`config.mk`:
```
export PLATFORM = sky130hd
export DESIGN_NAME = controle_cronometro
export DESIGN_NICKNAME = d
export VERILOG_FILES = /design/src/rtl/controle_cronometro.sv
export SDC_FILE = /design/constraint.sdc
export NUM_CORES = 1
export LEC_CHECK = 0
export ABC_AREA = 1
export CELL_PAD_IN_SITES_DETAIL_PLACEMENT = 0
export CELL_PAD_IN_SITES_GLOBAL_PLACEMENT = 1
export CORE_MARGIN = 2
export CORE_UTILIZATION = 44
export CTS_BUF_LIST = sky130_fd_sc_hd__clkbuf_4
export DETAILED_ROUTE_END_ITERATION = 8
export PLACE_DENSITY_LB_ADDON = 0.1
export SYNTH_ARGS = -nofsm -noshare
export SYNTH_HDL_FRONTEND = slang
export SYNTH_SLANG_ARGS = --single-unit
```
`constraint.sdc`:
```
create_clock -name clk -period 1.5 [get_ports clk]
set_input_delay 0.15 -clock clk [delete_from_list [all_inputs] [get_ports clk]]
set_output_delay 0.15 -clock clk [all_outputs]
set_load 0.02 [all_outputs]
```
`src/rtl/controle_cronometro.sv`:
```
// Stopwatch controller: debounced active-low buttons drive a four-state FSM that
// gates a tenth-of-second prescaler and issues clear/freeze controls to the digit counter.
module controle_cronometro #(
  parameter int DEB_CYCLES  = 500000,
  parameter int TICK_CYCLES = 5000000
) (
  input  logic       clk,
  input  logic       reset,
  input  logic       ButtonIniciar,
  input  logic       ButtonPausar,
  input  logic       ButtonParar,
  input  logic       ButtonReset,
  input  logic       fim,
  output logic       tick,
  output logic       zerar,
  output logic       congelar,
  output logic [1:0] estado
);

  // state     | meaning
  // PARADO    | idle, counter cleared or waiting for start
  // CONTANDO  | prescaler running, ticks issued
  // PAUSADO   | prescaler held, resumable
  // CONGELADO | display frozen, only a clear exits

  localparam int DW = $clog2(DEB_CYCLES + 1);
  localparam int PW = (TICK_CYCLES > 1) ? $clog2(TICK_CYCLES) : 1;
  localparam logic [DW-1:0] DEB_LAST   = DW'(DEB_CYCLES - 1);
  localparam logic [PW-1:0] PRESC_LAST = PW'(TICK_CYCLES - 1);

  localparam int B_INI = 0;
  localparam int B_PAU = 1;
  localparam int B_PAR = 2;
  localparam int B_RST = 3;

  typedef enum logic [1:0] {
    PARADO    = 2'b00,
    CONTANDO  = 2'b01,
    PAUSADO   = 2'b10,
    CONGELADO = 2'b11
  } state_t;

  logic [3:0]    raw;
  logic [3:0]    sync_a;
  logic [3:0]    sync_b;
  logic [3:0]    level;
  logic [3:0]    level_d;
  logic [DW-1:0] deb_cnt [4];
  logic [3:0]    press;

  state_t        state;
  state_t        state_next;
  logic          clear_evt;
  logic [PW-1:0] presc;

  assign raw = {ButtonReset, ButtonParar, ButtonPausar, ButtonIniciar};

  always_ff @(posedge clk) begin
    if (reset) begin
      sync_a  <= '1;
      sync_b  <= '1;
      level   <= '1;
      level_d <= '1;
      for (int i = 0; i < 4; i++) deb_cnt[i] <= '0;
    end else begin
      sync_a  <= raw;
      sync_b  <= sync_a;
      level_d <= level;
      for (int i = 0; i < 4; i++) begin
        if (sync_b[i] == level[i]) begin
          deb_cnt[i] <= '0;
        end else if (deb_cnt[i] == DEB_LAST) begin
          level[i]   <= sync_b[i];
          deb_cnt[i] <= '0;
        end else begin
          deb_cnt[i] <= deb_cnt[i] + 1'b1;
        end
      end
    end
  end

  // Only the falling edge of the accepted level is an event; release is silent.
  assign press = level_d & ~level;

  always_ff @(posedge clk) begin
    if (reset) begin
      state <= PARADO;
      zerar <= 1'b0;
      presc <= '0;
    end else begin
      state <= state_next;
      zerar <= clear_evt;
      if (zerar) begin
        presc <= '0;
      end else if (state == CONTANDO) begin
        presc <= (presc == PRESC_LAST) ? '0 : presc + 1'b1;
      end
    end
  end

  always_comb begin
    state_next = state;
    clear_evt  = 1'b0;
    if (press[B_RST]) begin
      state_next = PARADO;
      clear_evt  = 1'b1;
    end else begin
      case (state)
        PARADO: begin
          if (press[B_INI]) state_next = CONTANDO;
        end
        CONTANDO: begin
          if (fim || press[B_PAR]) state_next = CONGELADO;
          else if (press[B_PAU])   state_next = PAUSADO;
        end
        PAUSADO: begin
          if (press[B_PAR])      state_next = CONGELADO;
          else if (press[B_INI]) state_next = CONTANDO;
        end
        CONGELADO: begin
          state_next = CONGELADO;
        end
      endcase
    end
  end

  always_comb begin
    tick     = (state == CONTANDO) && (presc == PRESC_LAST);
    congelar = (state == CONGELADO);
  end

  assign estado = state;

endmodule
```
==> results.yml <==
power_and_ir_drop:
  peakVddDrop_uv: 499
  power_density_nw_per_um2: 662
  p_leak_nw: 4.00
sta:
  slew_viol_final: 0
  period_needed_ns: 1.70
  slew_headroom: 0.651
  fin_setup_tns_ns: -4.81
  finalHoldWorstSlack_ns: 0.183
  max_freq_mhz: 587
  rsz0062_at_grt: "yes"
  setup_ws_ns: -0.205
  post-route-period-util: 1.14
  worstMarginPinSlew_ns: 0.524
  finalClockSkew_ns: 0.0151
  finalHoldViolCount: 0
  setup_viol: 64
critical_path:
  cp-end-kind: "output pin"
  worstPathArrival_ns: 1.55
  cp.required_ns: 1.35
  crit-reg2reg-launch: "deb_cnt[1][1]"
  cp_max_fo: 2
  start_kind: "flop"
  crit_type: "flop to output pin"
  r2r-end: "deb_cnt[1][10]"
  rrSetupSlack_ns: -0.19
  r2r_cells: 8
routing:
  vias: 6318
  final_antenna_net_count: 0
  drc: 0
  wl_per_cell_um: 12.7
  drt_first_pass_iters: 4
  routed_wl_um: 16700
  viasPerCell: 4.82
  drt_iter0_drc: 290
synth:
  syn_area_um2: 6630
  synth_async_sr_flop_share: 0
  ys_seq_elements: 118
  synth_cell_type_count: 39
  seq_area_frac_synth: 0.471
  postSynthCellCount: 847
  synth.avg_cell_area_um2: 7.83
  ys.flop_type: "edfxtp_1"
  yosysWarnings: 0
  synth-edff-count: 76
clock_tree:
  tritoncts: "built"
  clock-sinks: 118
  numCtsBuffers: 17
  clk_path_buf_depth: 2
  cts_root_buf: "clkbuf_4"
  cts_hold_buf: 0
  clk_latency_ns: 0.55
  htreeDepth: 4
  clk_pin_slew_ns: 0.11
run_status:
  violations: "negative setup slack"
  status: "finished, violations left"
floorplanning:
  die_area_um2: 16100
  core-area_um2: 14600
  die_h_um: 127
  die_w_um: 127
  start_util: 0.453
  pin_count: 12
  fp-row-count: 44
placement:
  place_hpwl_um: 11200
  gp_congestion: 0.889
  port_buffers: 11
  place_ws_ns: -0.266
  placed_area_um2: 8280
layout:
  drive_above_1_share: 0.370
  finalCoreUtilization: 0.664
  syn2layout_area_growth_pct: 46.7
  design_area_um2: 9730
  num_antenna_cells: 0
  regArea_um2: 3130
  nNetsFinal: 1126
  multiInputGateArea_um2: 4310
  nFillCells: 1255
worst_hold_path:
  worst_hold_startpoint: "ButtonPausar"
  hold_class: "primary input to flop"
  min_to: "sync_a[1]"
  hold_depth: 2
job:
  drv_cap: 0
global_routing:
  grt_max_degree: 17
  antenna_found_initial: 0
  grt_pass1_wl_um: 27600
  grt_util_all_layers: 0.212
  grt_pass1_vias: 6156
  overflow: 0
worst max-delay path by stage:
| stage | start | to | slack (ns) | cells after the start |
|---|---|---|---|---|
| after floorplan | deb_cnt[1][0] | deb_cnt[1][0] | -0.08 | 7 |
| after global placement | presc[0] | tick | -0.28 | 6 |
| after detailed placement | presc[0] | tick | -0.27 | 6 |
| after CTS | presc[14] | tick | -0.24 | 7 |
| after global routing | presc[11] | tick | -0.31 | 7 |
| final | presc[0] | tick | -0.20 | 6 |
report_power, final:
group / internal [mW] / switching (mW)
logic: 0.242 / 0.314
clock network: 1.02 / 1.23
registers: 3.55 / 0.0840
total: 4.81 / 1.63
sequential cells by signal (all words and copies together), names as in the netlist:
register  cells
level_d       4
level         4
zerar         1
deb_cnt      76
estado        2
sync_b        4
presc        23
sync_a        4
what timing repair did:
item | 4_1_cts | 5_1_grt
gates cloned | 5 | 3
endpoints found under the hold margin | 0 | 0
setup endpoints to repair | 81 | 88
resized for setup | 112 | 143
pin swaps | 32 | 45
buffers inserted | 21 | 15
synthesized netlist by cell type (13+ instances only):
cell type  instances  area share
or2_2             14       0.013
xnor2_1           14       0.018
a21oi_1           36       0.027
nor2_1           176        0.10
dfxtp_1           42        0.13
nand4_1           18       0.017
inv_1             87       0.049
nand3_1           50       0.038
xor2_1            23       0.030
nor3_1            21       0.016
o21ai_0           13      0.0098
nand2_1          209        0.12
edfxtp_1          76        0.34
cell families after synthesis:
group,Yosys count,share of synthesized area
other cells,1,0.000566
fa+ha+maj,5,0.00944
xor+xnor,37,0.0489
mux,1,0.00151
flops,118,0.471
compound gates,58,0.0496
simple gates,531,0.361
buf+inv,96,0.0583
worst max-delay path: stages (launching register included):
cell and delay, ns:
dfxtp_2 0.37, ha_4 0.15, nand2_4 0.05, nor3_2 0.12
nand2_2 0.09, nor2_4 0.10, buf_6 0.12
layout by cell type (no fill, tap or decap), drive strengths merged:
| cell type | count |
|---|---|
| nand2 | 223 |
| nor2 | 188 |
| buf | 166 |
| inv | 94 |
| edfxtp | 76 |
| conb | 76 |
| nand3 | 55 |
| dfxtp | 42 |
| a21oi | 36 |
| xor2 | 23 |
| nor3 | 23 |
| clkbuf | 21 |
| or2 | 20 |
| nand4 | 19 |
| o21ai | 15 |
| xnor2 | 14 |
| clkinv | 7 |
| clkdlybuf4s50 | 6 |
| nand3b | 5 |
| ha | 5 |
| o21bai | 3 |
| bufinv | 2 |
| nor3b | 2 |
| mux2i | 1 |
| a211oi | 1 |
| o31ai | 1 |
| o22ai | 1 |
| a21o | 1 |
| dlygate4sd2 | 1 |
layer usage:
| metal | track usage | vias up | wire, µm |
|---|---|---|---|
| met3 | 0.0413 | 35 | 526 |
| met5 | 0 | - | 0 |
| met2 | 0.376 | 95 | 8670 |
| met4 | 0.0834 | 0 | 348 |
| met1 | 0.253 | 2969 | 7160 |
| li1 | - | 3219 | - |
final cells by class:
cell class              count  area share
clock buffers              20      0.0154
clock inverters            12      0.0113
inverters                  91      0.0354
multi-input cells         712       0.443
flip-flops and latches    118       0.322
well taps                 184      0.0237
repair buffers            174       0.150
stage by stage:
| stage | power, mW | std cells |
|---|---|---|
| global route | 6.70 | 1311 |
| CTS | 6.43 | 1296 |
| floorplan | 3.92 | 922 |
| detailed placement | 4.13 | 1239 |
| finish | 6.44 | 1311 |
| global placement | 4.11 | 1239 |
Power figures use the tool's default switching activity.
